==> src/rtl/pkg_palavras.sv <==
// Shared definitions for the word generator and the word identifier.
// Holds the tipo codes, the generator FSM state codes, named note values
// and the word lengths per tipo.
package pkg_palavras;

    // tipo codes
    localparam logic [1:0] TIPO_INV  = 2'b00;
    localparam logic [1:0] TIPO_ADJ  = 2'b01;
    localparam logic [1:0] TIPO_COMP = 2'b10;
    localparam logic [1:0] TIPO_ADV  = 2'b11;

    // Generator FSM states; codes are visible on estado_atual
    typedef enum logic [2:0] {
        OCIOSO    = 3'b000,
        PREPARA   = 3'b001,
        PULSO     = 3'b010,
        INTERVALO = 3'b011,
        FIM       = 3'b100
    } estado_t;

    // Named notes {N3,N2,N1,D}
    localparam logic [3:0] LA_BAIXO = 4'b0110;
    localparam logic [3:0] SI_BAIXO = 4'b0111;
    localparam logic [3:0] DO_ALTO  = 4'b1000;

    // Word lengths in notes
    localparam logic [2:0] LEN_ADJ  = 3'd3;
    localparam logic [2:0] LEN_COMP = 3'd4;
    localparam logic [2:0] LEN_ADV  = 3'd4;

    // Invalid tipo reports length 1 so that index 0 is flagged as last.
    function automatic logic [2:0] comprimento(input logic [1:0] tipo);
        case (tipo)
            TIPO_ADJ:  comprimento = LEN_ADJ;
            TIPO_COMP: comprimento = LEN_COMP;
            TIPO_ADV:  comprimento = LEN_ADV;
            default:   comprimento = 3'd1;
        endcase
    endfunction

endpackage

==> src/rtl/rom_palavras.sv <==
// Combinational word table.
// Ports:
//   tipo     - word class (01 adj, 10 comp, 11 adv, 00 invalid -> zero notes)
//   variante - which of the two words of the class
//   index    - note position inside the word
//   nota     - note at that position
//   ultima   - high when index is the last note of the word
module rom_palavras
    import pkg_palavras::*;
(
    input  logic [1:0] tipo,
    input  logic       variante,
    input  logic [1:0] index,
    output logic [3:0] nota,
    output logic       ultima
);

    logic [3:0] palavra [4];

    always_comb begin
        palavra = '{4'b0000, 4'b0000, 4'b0000, 4'b0000};
        case ({tipo, variante})
            {TIPO_ADJ, 1'b0}:  palavra = '{4'b0001, 4'b0011, LA_BAIXO, 4'b0000};
            {TIPO_ADJ, 1'b1}:  palavra = '{4'b0010, 4'b0011, SI_BAIXO, 4'b0000};
            {TIPO_COMP, 1'b0}: palavra = '{4'b0100, 4'b0101, LA_BAIXO, DO_ALTO};
            {TIPO_COMP, 1'b1}: palavra = '{4'b1001, 4'b1011, 4'b1010, SI_BAIXO};
            {TIPO_ADV, 1'b0}:  palavra = '{4'b1100, 4'b1101, LA_BAIXO, SI_BAIXO};
            {TIPO_ADV, 1'b1}:  palavra = '{4'b1110, 4'b1111, LA_BAIXO, SI_BAIXO};
            default:           palavra = '{4'b0000, 4'b0000, 4'b0000, 4'b0000};
        endcase
        nota   = palavra[index];
        ultima = ({1'b0, index} == (comprimento(tipo) - 3'd1));
    end

endmodule

==> src/rtl/gerador_palavra.sv <==
// Word generator: plays one word as a timed sequence of 4-bit notes, each
// held SETUP_CYCLES cycles, strobed with ok for one cycle, then followed by
// GAP_CYCLES quiet cycles. fim pulses once after the last gap.
// Ports:
//   clk, reset        - clock, synchronous active-high reset
//   iniciar           - start request (only honoured when idle)
//   tipo, variante    - word selection, latched on start
//   cancelar          - abort the word in progress
//   nota, ok          - note and its one-cycle valid strobe
//   ocupado           - a word is in progress
//   fim, erro         - end-of-word pulse, invalid-tipo pulse
//   estado_atual      - FSM state code
module gerador_palavra
    import pkg_palavras::*;
#(
    parameter int unsigned SETUP_CYCLES = 2,
    parameter int unsigned GAP_CYCLES   = 2
) (
    input  logic       clk,
    input  logic       reset,
    input  logic       iniciar,
    input  logic [1:0] tipo,
    input  logic       variante,
    input  logic       cancelar,
    output logic [3:0] nota,
    output logic       ok,
    output logic       ocupado,
    output logic       fim,
    output logic       erro,
    output logic [2:0] estado_atual
);

    localparam int unsigned MAXC = (SETUP_CYCLES > GAP_CYCLES) ? SETUP_CYCLES : GAP_CYCLES;
    localparam int unsigned CW   = $clog2(MAXC + 1);

    estado_t       estado_q, estado_d;
    logic [CW-1:0] cnt_q, cnt_d;
    logic [1:0]    idx_q, idx_d;
    logic [3:0]    nota_q, nota_d;
    logic          ultima_q, ultima_d;
    logic [1:0]    tipo_q, tipo_d;
    logic          var_q, var_d;
    logic          erro_q, erro_d;

    logic [1:0]    rom_tipo;
    logic          rom_var;
    logic [1:0]    rom_idx;
    logic [3:0]    rom_nota;
    logic          rom_ultima;

    // The ROM always looks up the note that would be loaded next: note 0 of
    // the live selection while idle, else the following note of the word.
    assign rom_tipo = (estado_q == OCIOSO) ? tipo     : tipo_q;
    assign rom_var  = (estado_q == OCIOSO) ? variante : var_q;
    assign rom_idx  = (estado_q == OCIOSO) ? 2'd0     : idx_q + 2'd1;

    rom_palavras u_rom (
        .tipo     (rom_tipo),
        .variante (rom_var),
        .index    (rom_idx),
        .nota     (rom_nota),
        .ultima   (rom_ultima)
    );

    always_comb begin
        estado_d = estado_q;
        cnt_d    = cnt_q;
        idx_d    = idx_q;
        nota_d   = nota_q;
        ultima_d = ultima_q;
        tipo_d   = tipo_q;
        var_d    = var_q;
        erro_d   = 1'b0;

        case (estado_q)
            OCIOSO: begin
                if (iniciar && !cancelar) begin
                    if (tipo != TIPO_INV) begin
                        tipo_d   = tipo;
                        var_d    = variante;
                        idx_d    = 2'd0;
                        cnt_d    = '0;
                        nota_d   = rom_nota;
                        ultima_d = rom_ultima;
                        estado_d = PREPARA;
                    end else begin
                        erro_d = 1'b1;
                    end
                end
            end
            PREPARA: begin
                if (cnt_q == CW'(SETUP_CYCLES - 1)) begin
                    cnt_d    = '0;
                    estado_d = PULSO;
                end else begin
                    cnt_d = cnt_q + 1'b1;
                end
            end
            PULSO: begin
                estado_d = INTERVALO;
            end
            INTERVALO: begin
                if (cnt_q == CW'(GAP_CYCLES - 1)) begin
                    cnt_d = '0;
                    if (ultima_q) begin
                        estado_d = FIM;
                    end else begin
                        idx_d    = idx_q + 2'd1;
                        nota_d   = rom_nota;
                        ultima_d = rom_ultima;
                        estado_d = PREPARA;
                    end
                end else begin
                    cnt_d = cnt_q + 1'b1;
                end
            end
            FIM: begin
                estado_d = OCIOSO;
            end
            default: begin
                estado_d = OCIOSO;
            end
        endcase

        // Abort keeps the note on the bus but drops everything else.
        if (cancelar && (estado_q != OCIOSO)) begin
            estado_d = OCIOSO;
            cnt_d    = '0;
            idx_d    = 2'd0;
            nota_d   = nota_q;
            ultima_d = ultima_q;
        end
    end

    always_ff @(posedge clk) begin
        if (reset) begin
            estado_q <= OCIOSO;
            cnt_q    <= '0;
            idx_q    <= 2'd0;
            nota_q   <= 4'b0000;
            ultima_q <= 1'b0;
            tipo_q   <= TIPO_INV;
            var_q    <= 1'b0;
            erro_q   <= 1'b0;
        end else begin
            estado_q <= estado_d;
            cnt_q    <= cnt_d;
            idx_q    <= idx_d;
            nota_q   <= nota_d;
            ultima_q <= ultima_d;
            tipo_q   <= tipo_d;
            var_q    <= var_d;
            erro_q   <= erro_d;
        end
    end

    assign nota         = nota_q;
    assign ok           = (estado_q == PULSO);
    assign ocupado      = (estado_q != OCIOSO);
    assign fim          = (estado_q == FIM);
    assign erro         = erro_q;
    assign estado_atual = estado_q;

endmodule

==> config.mk <==
export PLATFORM = sky130hd
export DESIGN_NAME = gerador_palavra
export DESIGN_NICKNAME = d
export VERILOG_FILES = /design/src/rtl/pkg_palavras.sv /design/src/rtl/rom_palavras.sv /design/src/rtl/gerador_palavra.sv
export SDC_FILE = /design/constraint.sdc
export NUM_CORES = 1
export LEC_CHECK = 0
export CORE_UTILIZATION = 51
export DETAILED_ROUTE_END_ITERATION = 6
export PLACE_DENSITY = 0.87
export SYNTH_ARGS = -nofsm -noshare
export SYNTH_HDL_FRONTEND = slang
export SYNTH_SLANG_ARGS = --single-unit
==> constraint.sdc <==
create_clock -name clk -period 1.79 [get_ports clk]
set_input_delay 0.2685 -clock clk [delete_from_list [all_inputs] [get_ports clk]]
set_output_delay 0.2685 -clock clk [all_outputs]
set_load 0.02 [all_outputs]
# --- Word level (Yosys, flattened, before mapping) ---
# Cells that the tools add are included.
# W data, S select, Z words.
word_totals:
  reg_bits: 16
  output_inout_bits: 11
  word_cells: 86
classes:
  n_addsub: 3
  magnitude_cmp: 1
  eq_ne: 20
  muxes: 32
  bitwise_logic: 4
  n_reduce_logical: 18
op_table:
  columns: ["operator", "n"]
  rows:
  - ["$pmux W16 S6", 1]
  - ["$mux W4", 6]
  - ["$eq A3 B3 Y1 const B", 5]
  - ["$mux W3", 5]
  - ["$mux W2", 7]
  - ["$eq A3 B2 Y1 const B", 4]
  - ["$pmux W3 S4", 1]
  - ["$reduce_and A5 Y1", 2]
  - ["$bmux W4 S2", 1]
  - ["$pmux W2 S2", 2]
  - ["$pmux W4 S2", 1]
  - ["$mux W1", 6]
  - ["$ne A2 B2 Y1 const B", 3]
  - ["$pmux W3 S2", 1]
  - ["$reduce_and A3 Y1", 2]
  - ["$reduce_and A6 Y1", 1]
  - ["$reduce_bool A2 Y1", 3]
  - ["$reduce_or A2 Y1", 3]
  - ["$add A2 B1 Y2 const B", 2]
  - ["$eq A2 B1 Y1 const B", 2]
  - ["$eq A2 B2 Y1 const B", 2]
  - ["$ne A2 B1 Y1 const B", 2]
  - ["$reduce_and A4 Y1", 1]
  - ["$eq A2 B3 Y1", 1]
  - ["11 further kinds", 14]

# --- Logic depth before layout (Yosys ltp) ---
logic_depth:
  word_depth: 10
  mapped_depth: 6

# --- Modules after synthesis ---
# From an unflattened synthesis, not the netlist that was laid out.
hier_totals:
  hier_cells: 123
  hier_area_um2: 1027.2
by_module_without_submodules:
  columns: ["module", "n_inst", "cells_each", "area_each_um2", "seq_area_each_um2"]
  rows:
  - ["gerador_palavra", 1, 94, 817.0, 320.3]
  - ["rom_palavras", 1, 29, 210.2, 0.0]

# --- Least setup slack after synthesis ---
# OpenSTA, ideal clock, no wires.
synth_timing:
  kind: "register to register"
  from: "register estado_q[1], in the netlist estado_atual[1]"
  to: "register idx_q[0]"
  t_arrival_ns: 1.606
  t_required_ns: 1.720
  slack_ns: 0.114
  path_stages_with_launch: 5
  period_less_slack_ns: 1.676
  cell_sequence: "dfxtp_1 -> or4b_1 -> a22o_1 -> or4_1 -> a21oi_1"
synth_via:
  elab_chain_len: 3
  elab_cells_between_ends: 12
synth_rtl:
  columns: ["item", "line_no", "source"]
  rows:
  - ["start, declared", "gerador_palavra.sv:36", "estado_t estado_q, estado_d;"]
  - ["start signal, assigned", "gerador_palavra.sv:146", "estado_q <= estado_d;"]
  - ["$eq A3 B2 Y1 (tied with other cells)", "gerador_palavra.sv:75", "case (estado_q)"]
  - ["$ne A2 B2 Y1 (no line) (tied with other cells)", null, null]
  - ["$reduce_and A5 Y1 (no line) / $reduce_or A2 Y1 (equally long branches)", null, null]
  - ["end signal, assigned", "gerador_palavra.sv:148", "idx_q <= idx_d;"]
  - ["end, declared", "gerador_palavra.sv:38", "logic [1:0] idx_q, idx_d;"]
# Parallel ways exist; a longest one is shown, timed or not.
# A chain may end at the register's enable or synchronous reset.

# --- Final worst setup path ---
layout_timing:
  from: "register estado_q[0], in the netlist estado_atual[0]"
  to: "register idx_q[0]"
# Same word-level chain as after synthesis.

==> results by group <==
Placement
  • HPWL after detailed placement: 2070 um
  • GPL Wtd Cong: 0.935
  • Placed insts: 190
  • PortBufs: 17
  • Area after DPL: 1340 sq um

Timing
  • Max Clock Skew: 1.26 ps
  • Finish-stage setup viols: 0
  • F_max: 0.571 GHz
  • RSZ-0062 raised after global routing: yes
  • Relative slew slack: 69.2%
  • Final cycle utilization of the critical path: 97.9%
  • Hold Fails Final Rpt: 0
  • Final Hold Slack: 451 ps
  • Measured slew at the worst slew-check pin: 461 ps
  • Final worst path period need: 1750 ps
  • Pins Over Slew Limit: 0

Clock tree
  • Clock buffer count from CTS: 3
  • Root Buffer Master: clkbuf_4
  • Clock Path Buffers: 2
  • Htree depth: 1
  • CTS clk-pin slew, worst paths: 90 ps
  • CTS tree: built
  • Clock latency on the worst-skew pair: 290 ps
  • Post-CTS Hold Fix Bufs: 0
  • Clock Sinks: 16
  • Setup Buffers After CTS: 0

Route
  • Remaining DRCs: 0
  • WL/cell: 14.1 um
  • Routed WL: 2740 um
  • Vias: 1,197
  • DR vias/cell: 6.17
  • Top Layer Used: met4
  • Routed Antenna Nets: 0
  • Routed length on met2: 1380 um
  • DR pass1 iterations: 4
  • Wire length on met3: 160 um
  • Post-Route M1 WL: 1110 um
  • DR iter-0 viols: 41

Yosys
  • Count of different cell masters after synthesis: 48
  • Cells after Synth: 140
  • Synthesis-stage register bit count: 16
  • Seq/Total Area, Yosys: 30.3%
  • Post-synth EDFFs: 0
  • Syn_area_per_cell: 7.56 sq um
  • Warnings from Yosys: 0
  • Mapped cell area: 1060 sq um
  • Syn_nets: 147
  • Synth Flop Type: dfxtp_1
  • Async set or reset register ratio after synthesis: 0%

Pwr
  • VDD IR-drop max: 0.583 mV
  • Clock share of power: 29.5%
  • Pleak: 0.543 nW
  • Total power: 0.809 mW
  • PwrDens: 579 nW/um^2
  • Register share of total power: 47.9%
  • Switching Fraction: 27.8%
  • Net Sw Power: 0.225 mW
  • Int Pwr: 0.584 mW
  • Logic pwr share: 22.6%

Worst setup path
  • Critical path's slowest cell: or4b_4
  • Max incr delay on CP: 530 ps
  • Data required, critical path: 2020 ps
  • CP Max Fanout: 7
  • Critical Path Sink Type: flip-flop
  • Critical path cell sequence: or4b_4, a22o_1, or4_4, a21oi_2
  • Critical Path AT: 1990 ps
  • CP Class: flip-flop to flip-flop
  • Critical path launch point type: flip-flop

Floorplan
  • Horiz. Die Dim: 47.6 um
  • Num ports: 18
  • Core area: 1960 sq um
  • Full die area: 2260 sq um
  • Die Ht: 47.6 um
  • Row count: 16
  • Starting Density: 54.0%

Global route
  • Vias in the first global route: 964
  • Total GRT Usage: 26.9%
  • Largest net degree at the start of global routing: 17
  • First-pass GRT wire length: 4200 um
  • Initial antenna violation count: 0
  • Gr ovfl total: 0

Final layout
  • Final Instance Count excl. Fillers: 194
  • Fill count: 175
  • Design area: 1400 sq um
  • Multi-input logic area: 706 sq um
  • Layout area overhead: 31.9%
  • Fin nets: 175
  • Final core occ: 71.2%
  • FF+latch area: 324 sq um
  • Ant. Diodes: 0
  • Layout cells sized above 1: 16.8%

Status
  • Status: complete, no violations

Flow run
  • Max-Cap Viols: 0

Min path
  • HP Class: flip-flop to flip-flop
-- layout make-up --
cell class | count | area share, %
clock buffer | 4 | 2.60
inverter | 4 | 1.08
multi-input combinational | 111 | 50.5
sequential | 16 | 23.2
tap | 27 | 2.42
timing repair buffer | 32 | 20.2
-- logic make-up after synthesis --
family,count (synthesis),share of synthesized area (%)
buf+inv,13,4.73
mux,2,1.89
xor+xnor,1,0.828
compound gates,40,26.2
flops,16,30.3
simple gates,68,36.1
-- sequential cells by signal, indices dropped and copies added, names as in the netlist --
name and cells:
nota 4, estado_atual 3, cnt_q 2, idx_q 2, tipo_q 2, erro 1, ultima_q 1, var_q 1
-- power groups by stage --
stage / clock, mW / combinational (mW) / sequential (mW)
final: 0.239 / 0.182 / 0.388
after global routing: 0.257 / 0.200 / 0.391
after CTS: 0.245 / 0.180 / 0.387
after detailed placement: 0 / 0.180 / 0.395
after global placement: 0 / 0.175 / 0.393
after floorplan: 0 / 0.0977 / 0.393
-- cell usage after synthesis, types with 2 or more instances --
cell type   n  area, sq um
dfxtp_1    16          320
nand2_1    15         56.3
a21oi_1    10         50.1
nor2_1      9         33.8
clkbuf_1    8         30.0
nand2b_1    8         50.1
nor2b_1     7         43.8
nor3_1      5         25.0
nand3_1     4         20.0
nand4_1     4         25.0
inv_1       3         11.3
nand3b_1    3         22.5
o211ai_1    3         22.5
o21ai_0     3         15.0
a211oi_1    2         15.0
a31oi_1     2         12.5
mux2i_1     2         20.0
nor3b_1     2         15.0
o22ai_1     2         12.5
o311ai_0    2         17.5
o31ai_1     2         15.0
or3_1       2         12.5
-- layout by cell type (no fill, tap or decap), types with 2 or more instances in the layout --
| master | count |
|---|---|
| o311ai_0 | 2 |
| o21ai_0 | 3 |
| o31ai_1 | 2 |
| o211ai_1 | 3 |
| inv_1 | 3 |
| buf_4 | 15 |
| o22ai_1 | 2 |
| nand4_1 | 4 |
| a21oi_1 | 9 |
| clkbuf_4 | 3 |
| a211oi_1 | 2 |
| a31oi_1 | 2 |
| or3_1 | 2 |
| nand2b_1 | 8 |
| nor2b_1 | 7 |
| dfxtp_2 | 3 |
| nand3_1 | 4 |
| mux2i_1 | 2 |
| nor3_1 | 5 |
| dlygate4sd2_1 | 3 |
| dfxtp_1 | 13 |
| nand3b_1 | 3 |
| nor2_1 | 9 |
| clkdlybuf4s50_1 | 13 |
| nor3b_1 | 2 |
| nand2_1 | 15 |
-- worst paths after layout --
| path | slack, ps | to | start | depth (start not counted) |
|---|---|---|---|---|
| hold reg to reg | 450 | cnt_q[1] | cnt_q[1] | 2 |
| setup reg to reg | 40 | idx_q[0] | estado_atual[0] | 4 |
| setup / recovery | 40 | idx_q[0] | estado_atual[0] | 4 |
| hold / removal | 450 | cnt_q[1] | cnt_q[1] | 2 |
-- what timing repair did --
item	CTS	global route
pin swaps	0	1
setup endpoints to repair	4	2
gates cloned	0	0
resized for setup	7	4
-- through the flow --
step | setup TNS [ps] | setup WS, ps
6_report | 0 | 38.0
5_1_grt | -24.2 | -24.2
4_1_cts | 0 | 4.25
3_5_place_dp | -758 | -247
3_3_place_gp | -558 | -190
2_1_floorplan | 0 | 114
-- critical path: cells and delay by family (launching register included) --
kind	cells	cell delay (ps)
DFF	1	370
AOI/OAI and AO/OA	2	360
and+or+nand+nor	2	970
-- routing by layer --
| metal | vias to the layer above | track usage, % |
|---|---|---|
| met2 | 48 | 45.2 |
| met4 | 0 | 11.7 |
| met3 | 8 | 6.04 |
| li1 | 576 | - |
| met5 | - | 0 |
| met1 | 565 | 33.0 |
Power figures use the tool's default switching activity.
